## config.mk

```make
export PLATFORM = sky130hd
export DESIGN_NAME = fp_div_seq_flat
export DESIGN_NICKNAME = d
export VERILOG_FILES = /design/src/rtl/fp_div_seq_pkg.sv /design/src/rtl/fp_div_seq_if.sv /design/src/rtl/fp_div_seq_step.sv /design/src/rtl/fp_div_seq.sv /design/src/flat_wrapper.sv
export SDC_FILE = /design/constraint.sdc
export NUM_CORES = 1
export LEC_CHECK = 0
export BUFFER_PORTS_ARGS = -buffer_cell sky130_fd_sc_hd__buf_2
export CAP_MARGIN = 10
export CORE_MARGIN = 2
export CORE_UTILIZATION = 59
export DETAILED_ROUTE_END_ITERATION = 7
export PLACE_DENSITY = 0.88
export SKIP_CTS_REPAIR_TIMING = 1
export SYNTH_ARGS = -nofsm -noshare
export SYNTH_HDL_FRONTEND = slang
export SYNTH_HIERARCHICAL = 1
export SYNTH_SLANG_ARGS = --single-unit
```

## constraint.sdc

```tcl
create_clock -name clk -period 2.55 [get_ports clk]
set_input_delay 0.51 -clock clk [delete_from_list [all_inputs] [get_ports clk]]
set_output_delay 0.51 -clock clk [all_outputs]
set_load 0.01 [all_outputs]
```

## src/rtl/fp_div_seq_pkg.sv

```systemverilog
// Shared fixed-point helpers: FSM state type, Q-format width helpers and
// saturation patterns used by the divider and the multiplier.
package fp_pkg;

  typedef enum logic [1:0] {
    IDLE = 2'd0,
    DIV  = 2'd1,
    FIX  = 2'd2
  } fp_div_state_e;

  function automatic int unsigned fp_word_w(input int unsigned i, input int unsigned f);
    return i + f;
  endfunction

  function automatic int unsigned fp_div_num_w(input int unsigned i1, input int unsigned out_f,
                                               input int unsigned f2);
    return i1 + out_f + f2;
  endfunction

  function automatic int unsigned fp_div_shift(input int unsigned out_f, input int unsigned f2,
                                               input int unsigned f1);
    return out_f + f2 - f1;
  endfunction

  // Largest representable value of a w-bit word; signed gives 0x7F.., unsigned all ones.
  function automatic logic [63:0] fp_sat_max(input int unsigned w, input logic sgn);
    return sgn ? ((64'd1 << (w - 1)) - 64'd1) : ((64'd1 << w) - 64'd1);
  endfunction

  // Bit pattern of -2^(w-1); also the magnitude limit for negative results.
  function automatic logic [63:0] fp_sat_min(input int unsigned w);
    return 64'd1 << (w - 1);
  endfunction

endpackage

```

## src/rtl/fp_div_seq_if.sv

```systemverilog
// Start/done handshake, operands and result flags of the sequential divider.
interface fp_div_seq_if #(
  parameter int unsigned AW = 5,
  parameter int unsigned BW = 6,
  parameter int unsigned OW = 8
);
  logic          start;
  logic          sign;
  logic [AW-1:0] a;
  logic [BW-1:0] b;
  logic          busy;
  logic          done;
  logic [OW-1:0] out;
  logic          overflow;
  logic          underflow;
  logic          div_by_zero;

  modport master (
    output start, sign, a, b,
    input  busy, done, out, overflow, underflow, div_by_zero
  );

  modport slave (
    input  start, sign, a, b,
    output busy, done, out, overflow, underflow, div_by_zero
  );
endinterface

```

## src/rtl/fp_div_seq_step.sv

```systemverilog
// One restoring division step: shift in a numerator bit, subtract the divisor if it fits.
module fp_div_step #(
  parameter int unsigned DW = 6
) (
  input  logic [DW-1:0] rem_in,
  input  logic          num_bit,
  input  logic [DW-1:0] divisor,
  output logic [DW-1:0] rem_out,
  output logic          q_bit
);
  logic [DW:0] trial;

  // rem_in < divisor, so both the difference and a non-subtracted trial fit in DW bits.
  always_comb begin
    trial   = {rem_in, num_bit};
    q_bit   = (trial >= {1'b0, divisor});
    rem_out = q_bit ? DW'(trial - {1'b0, divisor}) : DW'(trial);
  end
endmodule

```

## src/rtl/fp_div_seq.sv

```systemverilog
// Sequential restoring fixed-point divider, one quotient bit per cycle, saturating.
// Optional macro FP_DIV_ROUND_NEAREST_EN: extra guard step, round half away from zero.
module fp_div_seq
  import fp_pkg::*;
#(
  parameter int unsigned I1    = 3,
  parameter int unsigned F1    = 2,
  parameter int unsigned I2    = 4,
  parameter int unsigned F2    = 2,
  parameter int unsigned OUT_I = 5,
  parameter int unsigned OUT_F = 3
) (
  input logic        clk,
  input logic        rst_n,
  fp_div_seq_if.slave bus
);
  localparam int unsigned AW = fp_word_w(I1, F1);
  localparam int unsigned BW = fp_word_w(I2, F2);
  localparam int unsigned W  = fp_word_w(OUT_I, OUT_F);
  localparam int unsigned N  = fp_div_num_w(I1, OUT_F, F2);
  localparam int unsigned SH = fp_div_shift(OUT_F, F2, F1);
`ifdef FP_DIV_ROUND_NEAREST_EN
  localparam int unsigned G  = 1;
`else
  localparam int unsigned G  = 0;
`endif
  localparam int unsigned NS   = N + G;
  localparam int unsigned QW   = N + 1;
  localparam int unsigned CW   = (QW > W + 1) ? QW : W + 1;
  localparam int unsigned CNTW = $clog2(NS + 1);

  fp_div_state_e   state, state_next;
  logic            load, step, fix;

  logic            sign_r, neg_r, a_neg_r, dbz_r;
  logic [BW-1:0]   dvs, rem, rem_nx;
  logic            q_bit;
  logic [NS-1:0]   num, q, num_init;
  logic [CNTW-1:0] cnt;
  logic [AW-1:0]   abs_a;
  logic [BW-1:0]   abs_b;

  logic [QW-1:0]   q_mag;
  logic            inexact;
  logic [CW-1:0]   lim;
  logic            ovf_c;
  logic            sat_neg;
  logic [W-1:0]    q_low, out_c, out_sat;

  logic [W-1:0]    out_r;
  logic            done_r, ovf_r, udf_r, dbz_o;

  always_comb begin
    abs_a    = (bus.sign && bus.a[AW-1]) ? -bus.a : bus.a;
    abs_b    = (bus.sign && bus.b[BW-1]) ? -bus.b : bus.b;
    num_init = NS'(abs_a) << (SH + G);
  end

  fp_div_step #(.DW(BW)) u_step (
    .rem_in  (rem),
    .num_bit (num[NS-1]),
    .divisor (dvs),
    .rem_out (rem_nx),
    .q_bit   (q_bit)
  );

  always_ff @(posedge clk) begin
    if (!rst_n) state <= IDLE;
    else        state <= state_next;
  end

  always_comb begin
    state_next = state;
    load       = 1'b0;
    step       = 1'b0;
    fix        = 1'b0;
    unique case (state)
      IDLE: if (bus.start) begin
        load       = 1'b1;
        state_next = (bus.b == '0) ? FIX : DIV;
      end
      DIV: begin
        step = 1'b1;
        if (cnt == CNTW'(NS - 1)) state_next = FIX;
      end
      FIX: begin
        fix        = 1'b1;
        state_next = IDLE;
      end
      default: state_next = IDLE;
    endcase
  end

  // Result formation: optional rounding, range check against the signed/unsigned limit.
  always_comb begin
`ifdef FP_DIV_ROUND_NEAREST_EN
    q_mag   = QW'(q[NS-1:1]) + QW'(q[0]);
    inexact = (rem != '0) || q[0];
`else
    q_mag   = QW'(q);
    inexact = (rem != '0);
`endif
    lim     = neg_r ? CW'(fp_sat_min(W)) : CW'(fp_sat_max(W, sign_r));
    ovf_c   = (CW'(q_mag) > lim);
    q_low   = W'(q_mag);
    out_c   = neg_r ? -q_low : q_low;
    sat_neg = dbz_r ? a_neg_r : neg_r;
    out_sat = sat_neg ? W'(fp_sat_min(W)) : W'(fp_sat_max(W, sign_r));
  end

  always_ff @(posedge clk) begin
    if (!rst_n) begin
      sign_r  <= 1'b0;
      neg_r   <= 1'b0;
      a_neg_r <= 1'b0;
      dbz_r   <= 1'b0;
      dvs     <= '0;
      rem     <= '0;
      num     <= '0;
      q       <= '0;
      cnt     <= '0;
      out_r   <= '0;
      done_r  <= 1'b0;
      ovf_r   <= 1'b0;
      udf_r   <= 1'b0;
      dbz_o   <= 1'b0;
    end else begin
      done_r <= 1'b0;
      if (load) begin
        sign_r  <= bus.sign;
        neg_r   <= bus.sign & (bus.a[AW-1] ^ bus.b[BW-1]);
        a_neg_r <= bus.sign & bus.a[AW-1];
        dbz_r   <= (bus.b == '0);
        dvs     <= abs_b;
        rem     <= '0;
        num     <= num_init;
        q       <= '0;
        cnt     <= '0;
      end
      if (step) begin
        rem <= rem_nx;
        q   <= {q[NS-2:0], q_bit};
        num <= num << 1;
        cnt <= cnt + 1'b1;
      end
      if (fix) begin
        done_r <= 1'b1;
        dbz_o  <= dbz_r;
        if (dbz_r || ovf_c) begin
          out_r <= out_sat;
          ovf_r <= 1'b1;
          udf_r <= 1'b0;
        end else begin
          out_r <= out_c;
          ovf_r <= 1'b0;
          udf_r <= inexact;
        end
      end
    end
  end

  assign bus.busy        = (state != IDLE);
  assign bus.done        = done_r;
  assign bus.out         = out_r;
  assign bus.overflow    = ovf_r;
  assign bus.underflow   = udf_r;
  assign bus.div_by_zero = dbz_o;

endmodule

```

## src/flat_wrapper.sv

```systemverilog
// flat-port wrapper written by rule: the top's interface ports become plain ports
module fp_div_seq_flat import fp_pkg::*;
#(
  parameter int unsigned I1    = 3,
  parameter int unsigned F1    = 2,
  parameter int unsigned I2    = 4,
  parameter int unsigned F2    = 2,
  parameter int unsigned OUT_I = 5,
  parameter int unsigned OUT_F = 3
)
  (clk, rst_n, bus_start, bus_sign, bus_a, bus_b, bus_busy, bus_done, bus_out, bus_overflow, bus_underflow, bus_div_by_zero);
  fp_div_seq_if #(.AW((I1 + F1)), .BW((I2 + F2)), .OW((OUT_I + OUT_F))) bus_i ();
  input logic clk;
  input logic rst_n;
  input wire logic [$bits(bus_i.start)-1:0] bus_start;
  input wire logic [$bits(bus_i.sign)-1:0] bus_sign;
  input wire logic [$bits(bus_i.a)-1:0] bus_a;
  input wire logic [$bits(bus_i.b)-1:0] bus_b;
  output wire logic [$bits(bus_i.busy)-1:0] bus_busy;
  output wire logic [$bits(bus_i.done)-1:0] bus_done;
  output wire logic [$bits(bus_i.out)-1:0] bus_out;
  output wire logic [$bits(bus_i.overflow)-1:0] bus_overflow;
  output wire logic [$bits(bus_i.underflow)-1:0] bus_underflow;
  output wire logic [$bits(bus_i.div_by_zero)-1:0] bus_div_by_zero;
  assign bus_i.start = bus_start;
  assign bus_i.sign = bus_sign;
  assign bus_i.a = bus_a;
  assign bus_i.b = bus_b;
  assign bus_busy = bus_i.busy;
  assign bus_done = bus_i.done;
  assign bus_out = bus_i.out;
  assign bus_overflow = bus_i.overflow;
  assign bus_underflow = bus_i.underflow;
  assign bus_div_by_zero = bus_i.div_by_zero;
  fp_div_seq #(.I1(I1), .F1(F1), .I2(I2), .F2(F2), .OUT_I(OUT_I), .OUT_F(OUT_F)) u_core (.clk(clk), .rst_n(rst_n), .bus(bus_i));
endmodule
```

=== Yosys cells after proc, flatten, opt, wreduce, memory -nomap -nowiden ===
Cells that the tools add are included.

* Output and inout bits: 13
* Input bits: 15
* Bits in registers: 49
* Word-level logic and storage cells: 67

* Add/subtract/negate cells: 5
* Reductions and logical operators: 9
* Bitwise gates (word level): 3
* Multiplexer cells: 28
* $lt $le $gt $ge: 2
* Equal/unequal tests: 5

{| class="wikitable"
|+ Operator list
! kind !! count
|-
| 8-bit 2-to-1 mux || 8
|-
| 6-bit 2-to-1 mux || 4
|-
| 8-bit by 9-bit > comparator with 1-bit output || 1
|-
| 9-bit 2-to-1 mux || 1
|-
| 1-bit 2-to-1 mux || 8
|-
| 4-bit 2-to-1 mux || 2
|-
| 8-bit negator || 1
|-
| 7-bit by 6-bit greater-or-equal comparator with 1-bit output || 1
|-
| 6-bit zero test || 1
|-
| 2-bit 2-to-1 mux || 3
|-
| 6-bit negator || 1
|-
| 6-bit nonzero test || 1
|-
| 6-bit subtractor || 1
|-
| 5-bit 2-to-1 mux || 1
|-
| 5-bit negator || 1
|-
| 4-bit by 1-bit adder with 4-bit output (second input constant) || 1
|-
| 4-bit by 3-bit equality test with 1-bit output (second input constant) || 1
|-
| 2-bit one-hot mux with 2 select lines || 1
|-
| 2-bit nonzero test || 2
|-
| 1-bit AND || 2
|-
| 2-bit by 1-bit equality test with 1-bit output (second input constant) || 1
|-
| 2-bit equality test (second input constant) || 1
|-
| 1-bit logical AND || 2
|-
| 2-bit zero test || 1
|-
| 5 further kinds || 5
|}

=== Longest topological paths before layout ===
Gate-level depths: netlist (run 1).

* Depth in word-level cells: 5
* Mapped depth: 10
* Gate-level depth less buffers: 10

=== By module ===
Netlist (run 1), hierarchy kept.

{| class="wikitable"
|+ Modules (own cells, without submodules)
! module !! area an instance (sq um) !! sequential area each (sq um) !! cells an instance !! times used
|-
| fp_div_seq || 2412.3 || 940.9 || 288 || 1
|-
| fp_div_step || 381.6 || 0.0 || 45 || 1
|}

=== Worst setup path before layout (run 1) ===
OpenSTA, ideal clock, no wires.

* Kind: reg-to-reg
* Start point: register u_core.num[7]
* End point: register u_core.rem[2]
* Setup time: 0.122 ns
* Arrival: 1.976 ns
* Path slack: 0.452 ns
* Stages on the path, launching flop included: 10
* Data required time: 2.428 ns
* Period minus slack after synthesis: 2.098 ns
* Buffers on the path: 0
* Cells stage by stage: dfxtp_1 > inv_1 > ha_1 > nand2b_4 > a211oi_2 > o21ai_1 > a211oi_4 > mux2_2 > nand2_1 > a21boi_0

* Longest elaborated chain between the ends: 3
* Elaborated cells on any way between the ends: 4
* Classes of those cells: 1 x add/sub; 1 x order compare; 2 x mux

{| class="wikitable"
|+ RTL lines
! element !! RTL line !! text
|-
| start, declared || fp_div_seq.sv:38 || <nowiki>logic [NS-1:0] num, q, num_init;</nowiki>
|-
| start signal, assigned || fp_div_seq.sv:136 || <nowiki>num <= num_init;</nowiki>
|-
| start signal, assigned || fp_div_seq.sv:143 || <nowiki>num <= num << 1;</nowiki>
|-
| 6-bit subtractor / 7-bit by 6-bit greater-or-equal comparator with 1-bit output (equally long branches) || fp_div_seq_step.sv:17, fp_div_seq_step.sv:16 ||
|-
| 6-bit 2-to-1 mux (*) || fp_div_seq_step.sv:17 || <nowiki>rem_out = q_bit ? DW'(trial - {1'b0, divisor}) : DW'(trial);</nowiki>
|-
| net u_core.rem_nx[2] || fp_div_seq.sv:36 || <nowiki>logic [BW-1:0] dvs, rem, rem_nx;</nowiki>
|-
| 6-bit 2-to-1 mux (*) || fp_div_seq.sv:140 || <nowiki>if (step) begin</nowiki>
|-
| end signal, assigned || fp_div_seq.sv:141 || <nowiki>rem <= rem_nx;</nowiki>
|-
| end, declared || fp_div_seq.sv:36 ||
|}

Mark *: on every way through the listed nets, which the timed path passes. The rest lies on a longest branch.
A chain may end at the register's enable or synchronous reset.

=== Worst setup path in the final report (run 1) ===
* Start point: register u_core.num[7]
* End point: register u_core.rem[3]

The elaborated chain is that of the path after synthesis.

==> results of run 1 <==
==> worst reg2reg max path: stages, from the launching register on <==
cell,delay [ns]
dfxtp_1,0.34
inv_1,0.07
ha_1,0.32
nand2b_4,0.15
a211oi_2,0.21
o21ai_1,0.13
a211oi_4,0.46
mux2_2,0.39
nand2_1,0.06
a21boi_0,0.09
==> how the worst max path moves through the flow <==
stage	to	slack [ns]
final	u_core/rem[3]$_SDFFE_PN0P_	0.24
after global routing	u_core/rem[5]$_SDFFE_PN0P_	0.14
after CTS	u_core/rem[3]$_SDFFE_PN0P_	0.25
after detailed placement	u_core/rem[3]$_SDFFE_PN0P_	0.26
after global placement	u_core/rem[5]$_SDFFE_PN0P_	0.36
after floorplan	u_core/rem[2]$_SDFFE_PN0P_	0.45
==> power by group through the flow <==
stage,clock [uW],sequential [uW],combinational (uW)
CTS,446,801,427
global route,481,807,478
global placement,0,817,410
detailed placement,0,819,426
floorplan,0,810,334
finish,440,802,431
==> placed cells by master, fill, tap and decap left out, types with 7 or more instances in the layout <==
cell type	Yosys	final
dfxtp_1	47	47
nand2_1	44	44
nand3_1	35	35
buf_2	4	27
a21boi_0	25	25
inv_1	19	19
ha_1	19	19
a21oi_1	13	13
nor2_1	12	12
o21ai_0	9	9
xnor2_1	9	9
nor2b_1	7	7
o311ai_1	7	7
==> per-layer routing <==
| metal | global-route usage, % | vias to the layer above |
|---|---|---|
| met1 | 29.11 | 1139 |
| met3 | 4.558 | 8 |
| met2 | 42.53 | 62 |
| met4 | 6.996 | 0 |
| met5 | 0 | - |
| li1 | - | 1229 |
==> flip-flops by register name, summed over array words and instances, names as in the netlist <==
signal	cells
u_core/neg_r	1
u_core/bus.out	8
u_core/cnt	4
u_core/state	2
u_core/bus.underflow	1
u_core/dbz_r	1
u_core/dvs	6
u_core/bus.overflow	1
u_core/bus.div_by_zero	1
u_core/q	8
u_core/sign_r	1
u_core/bus.done	1
u_core/num	5
u_core/a_neg_r	1
u_core/rem	6
==> metrics by stage <==
stage               power (uW)  utilization, %  cells  hold slack (ns)
floorplan                 1144               -    333           0.4410
global placement          1226           64.30    404           0.4503
detailed placement        1244           64.30    404           0.4560
CTS                       1675           66.14    412           0.4681
global route              1765           66.14    412           0.4804
finish                    1672           66.14    412           0.4632
==> kinds of logic (layout without fill, tap and decap cells) <==
family                     Yosys count  count (layout)  share of synthesized area [%]
xor gates and xnor gates            12              12                          3.762
AOI/OAI and AO/OA                   83              83                          22.08
adders and majority gates           20              20                          9.225
DFF                                 47              47                          33.68
buffers and inverters               35              60                          4.881
and+or+nand+nor                    128             128                          23.33
muxes                                8               8                          3.045
==> layout make-up <==
type	count	area (um2)	share of cell area (%)
multi-input cells	251	1717	56.07
inverters	19	71.32	2.329
clock inverters	2	12.51	0.4087
well taps	54	67.56	2.207
flip-flops and latches	47	940.9	30.73
clock buffers	6	72.57	2.370
repair buffers	33	180.2	5.885
==> metrics.txt, run 1 <==
Top-Level Pins 28; Seq/Total Area, Yosys 33.68%; CTS tree yes; Yosys reg bits 47; first-pass GRT wire length 10.26 mm; Fillers 392; Worst setup EP type flop; GRT Overall Usage between 20% and 30%; Worst-Skew Late Latency 0.30 ns; FFs w/ async S/R, synth 0%; syn avg cell area 8.390 um2; Synth area leader dfxtp_1; final setup vio count 0; Num CTS Buffers 5; Via density between 5 and 6; Worst Setup Slack, final 0.2375 ns; CP delay by family, top compound AO/OA/AOI/OAI gates; drt first pass iters 4; period utilization 90.69%; Max Fanout on Critical Path 7; Hold Vio Cnt, Final 0; nets 392; routed via count around 2400; Pwr Density 546.3 mW/mm2; Post-Syn Area 0.002794 mm2; final instance area 0.003062 mm2; core area 0.004629 mm2; FP Rows 25; drc violations 0; critical path depth 9; Seq pwr share between 40% and 50%; sw frac 30.68%; CTS Buffer Depth 2; vias in the first global route between 2000 and 2500; die area 0.005302 mm2; skew final 0.005191 ns; 1st-iter DRT viols 148; area share of the largest cell type after synthesis 33.68%; Combinational Power Share 25.8%; Clock Root Buffer clkbuf_8; Worst-Margin Slew 0.5907 ns; I/O Buffers 27; Syn Nets 368; most frequent cell after synthesis dfxtp_1; Fmax 432.4 MHz; CTS H-tree depth 2; Synth Warn # 6; Die Span Y 72.82 um; P&R area growth vs syn 9.584%; Top FF cell, synth dfxtp_1; Routed Antenna Nets 0; Max Slew Vio Count 0; routed length per instance 14.27 um; Starting Density 60.35%; DR WL met2 2.887 mm; unrepaired setup endpoints after global routing false; max layer used met4; max cap viols 0; most common library cells after synthesis dfxtp_1, nand2_1, nand3_1; metal1 wirelength 2.681 mm; clock power share between 20% and 30%; Cell variety after synth a little over 50; P_leak 0.001307 uW; outcome completed; Final GP Congestion 0.8281; Synth area leaders dfxtp_1, ha_1, a21boi_0, nand3_1, nand2_1; Startpoint Class flop; ANT cells 0; depth of the worst hold-timing path 2; share of cells above drive strength 1 15.36%; Switch Pwr 513.1 uW; pre-CTS setup slack roughly 0.26 ns; hold endpoint u_core/bus.overflow$_SDFFE_PN0P_; drt total wl 5.878 mm; CP max-delay cell a211oi_4; CP startpoint u_core/num[7]$_SDFFE_PN0P_; kind of critical path reg -> reg; crit path cell chain inv_1 -> ha_1 -> nand2b_4 -> a211oi_2 -> o21ai_1 -> a211oi_4 -> mux2_2 -> nand2_1 -> a21boi_0; slowest stage delay, CP 0.46 ns; worst min-delay path category reg -> reg; CP Data Required Time 2.73 ns; max_slew headroom about three fifths; Arr. time, crit path 2.50 ns; met3 WL 250 um; peak supply drop 0.3470 mV; largest net degree at the start of global routing 47; Power Internal 1159 uW; antenna violations before repair 0; reg2reg start u_core/num[7]$_SDFFE_PN0P_; Hold Startpoint u_core/bus.overflow$_SDFFE_PN0P_; clk slew on worst S/H paths 0.09 ns; global route overflow 0; Tmin final about 2.3 ns; Synth Instances 333; Setup TNS 0 ns; Placed Area approximately 0.0030 mm2; Post-synth EDFFs 0; chip width 72.82 um; Buf/Inv on CP 1; R2R depth 9; worst reg2reg path endpoint u_core/rem[3]$_SDFFE_PN0P_; hpwl dp 4.248 mm; flop2flop setup slack approximately 0.24 ns; Sink Count 47
(Power assumes the default switching activity.)
==> run 2: changes to the inputs <==
--- a/config.mk
+++ b/config.mk
@@ -5,11 +5,13 @@
 export SDC_FILE = /design/constraint.sdc
 export NUM_CORES = 1
 export LEC_CHECK = 0
+export ABC_AREA = 0
 export BUFFER_PORTS_ARGS = -buffer_cell sky130_fd_sc_hd__buf_2
 export CAP_MARGIN = 10
 export CORE_MARGIN = 2
 export CORE_UTILIZATION = 59
 export DETAILED_ROUTE_END_ITERATION = 7
+export GPL_TIMING_DRIVEN = 0
 export PLACE_DENSITY = 0.88
 export SKIP_CTS_REPAIR_TIMING = 1
 export SYNTH_ARGS = -nofsm -noshare
==> constraint.sdc (replaced) <==
create_clock -name clk -period 2.55 [get_ports clk]
set_input_delay 0.51 -clock clk [delete_from_list [all_inputs] [get_ports clk]]
set_output_delay 0.51 -clock clk [all_outputs]
set_load 0.005 [all_outputs]
==> metrics.txt, run 2 (synthesis gave the netlist of run 1 again) <==
share of cells above drive strength 1 14.79%; Worst-Skew Late Latency 0.30 ns; Final Power approximately 1700 uW; Clock Root Buffer clkbuf_8; clock power share 27.0%; Startpoint Class flop; Die Span Y 72.82 um; core area 0.004629 mm2; Max Slew Vio Count 0; reg2reg start u_core/neg_r$_SDFFE_PN0P_; Combinational Power Share between 20% and 30%; I/O Buffers 25; Final GP Congestion slightly above 0.8; P_leak about 0.0013 uW; Pwr Density 545.2 mW/mm2; die area 0.005302 mm2; Seq pwr share 47.7%; vias in the first global route 2348; flop2flop setup slack 0.11 ns; met3 WL 309 um; max cap viols 0; R2R depth 7; Hold Startpoint u_core/bus.div_by_zero$_SDFFE_PN0P_; DR WL met2 3.012 mm; ANT cells 0; Num CTS Buffers 5; commonest non-fill, non-tap cells in the layout dfxtp_1, nand2_1, nand3_1; Final Util 66.65%; final setup vio count 0; period utilization 95.56%; routed via count 2518; peak supply drop 0.3016 mV; hpwl dp 4.679 mm; Setup TNS 0 ns; nets 400; P&R area growth vs syn 10.43%; Tmin final 2.437 ns; Sink Count 47; Max Fanout on Critical Path 7; worst reg2reg path endpoint u_core/bus.out[7]$_SDFFE_PN0P_; drc violations 0; Worst-Margin Slew 0.5774 ns; Hold Vio Cnt, Final 0; hold endpoint u_core/bus.div_by_zero$_SDFFE_PN0P_; Fmax approximately 410 MHz; global route overflow 0; Arr. time, crit path 2.64 ns; chip width 72.82 um; Switch Pwr slightly above 500 uW; largest net degree at the start of global routing 14; sw frac 30.01%; clk slew on worst S/H paths 0.08 ns; max_slew headroom 61.34%; outcome completed; Via density ~6.0; unrepaired setup endpoints after global routing false; depth of the worst hold-timing path 2; Starting Density 60.35%; CTS tree yes; 1st-iter DRT viols 270; routed length per instance 14.69 um; Placed Area 0.002987 mm2; drt total wl between 6 and 7 mm; FP Rows 25; Worst setup EP type flop; first-pass GRT wire length 10.26 mm; antenna violations before repair 0; drt first pass iters 4; worst min-delay path category reg -> reg; most common cell after layout, fill and taps aside dfxtp_1; skew final about 0.0064 ns; Top-Level Pins 28; max layer used met4; metal1 wirelength 2.724 mm; Routed Antenna Nets 0; GRT Overall Usage 24.39%; final instance area 0.003085 mm2; kind of critical path reg -> reg; CP Data Required Time between 2 and 3 ns; CTS H-tree depth 2; Power Internal around 1200 uW; CTS Buffer Depth 2
[run 2: cell types whose count changed in the layout (fill, tap and decap cells not counted), sizes merged]
cell and change:
buf -3, clkbuf +11, clkinvlp -1
[run 2: routing by layer]
layer,vias up,global-route usage (%)
met1,1191,30.08
met3,11,4.144
met5,-,0
met2,64,42.02
met4,0,10.08
li1,1252,-
[run 2: layout make-up]
class | count | area [um2]
inverters | 19 | 71.32
plain buffers | 16 | 66.31
flip-flops and latches | 47 | 940.9
multi-input cells | 251 | 1727
repair buffers | 25 | 125.1
well taps | 54 | 67.56
clock buffers | 6 | 82.58
clock inverters | 1 | 5.005
fillers | 400 | 1544
[run 2: worst max path at each step]
| stage | start | to | slack, ns | cells past startpoint |
|---|---|---|---|---|
| floorplan | u_core/num[7]$_SDFFE_PN0P_ | u_core/rem[2]$_SDFFE_PN0P_ | 0.45 | 9 |
| global placement | u_core/neg_r$_SDFFE_PN0P_ | u_core/bus.out[6]$_SDFFE_PN0P_ | 0.19 | 8 |
| detailed placement | u_core/neg_r$_SDFFE_PN0P_ | u_core/bus.out[6]$_SDFFE_PN0P_ | 0.1 | 8 |
| CTS | u_core/neg_r$_SDFFE_PN0P_ | u_core/bus.out[7]$_SDFFE_PN0P_ | 0.09 | 8 |
| global route | u_core/neg_r$_SDFFE_PN0P_ | u_core/bus.out[5]$_SDFFE_PN0P_ | 0.01 | 7 |
| finish | u_core/neg_r$_SDFFE_PN0P_ | u_core/bus.out[7]$_SDFFE_PN0P_ | 0.11 | 7 |
[run 2: stage by stage]
stage          setup WS [ns]  cells  hold WS [ns]
2_1_floorplan         0.4516    333        0.4410
3_3_place_gp          0.1928    412        0.4543
3_5_place_dp         0.09863    412        0.4628
4_1_cts              0.08534    419        0.4744
5_1_grt              0.01374    419        0.4891
6_report              0.1132    419        0.4688
[run 2: power groups by stage]
stage                     Combinational [uW]  Sequential, uW  Clock, uW
after floorplan                          333             809          0
after global placement                   411             816          0
after detailed placement                 423             818          0
after CTS                                425             801        464
after global routing                     467             807        484
final                                    427             802        454
[run 2: worst max-delay path: stages, from the launching register on]
cell and delay [ns]:
dfxtp_1 0.49, clkbuf_2 0.26, nor2b_1 0.08, ha_1 0.30, a211oi_2 0.38, nand4b_2 0.30, and2_4 0.25, o311ai_1 0.28
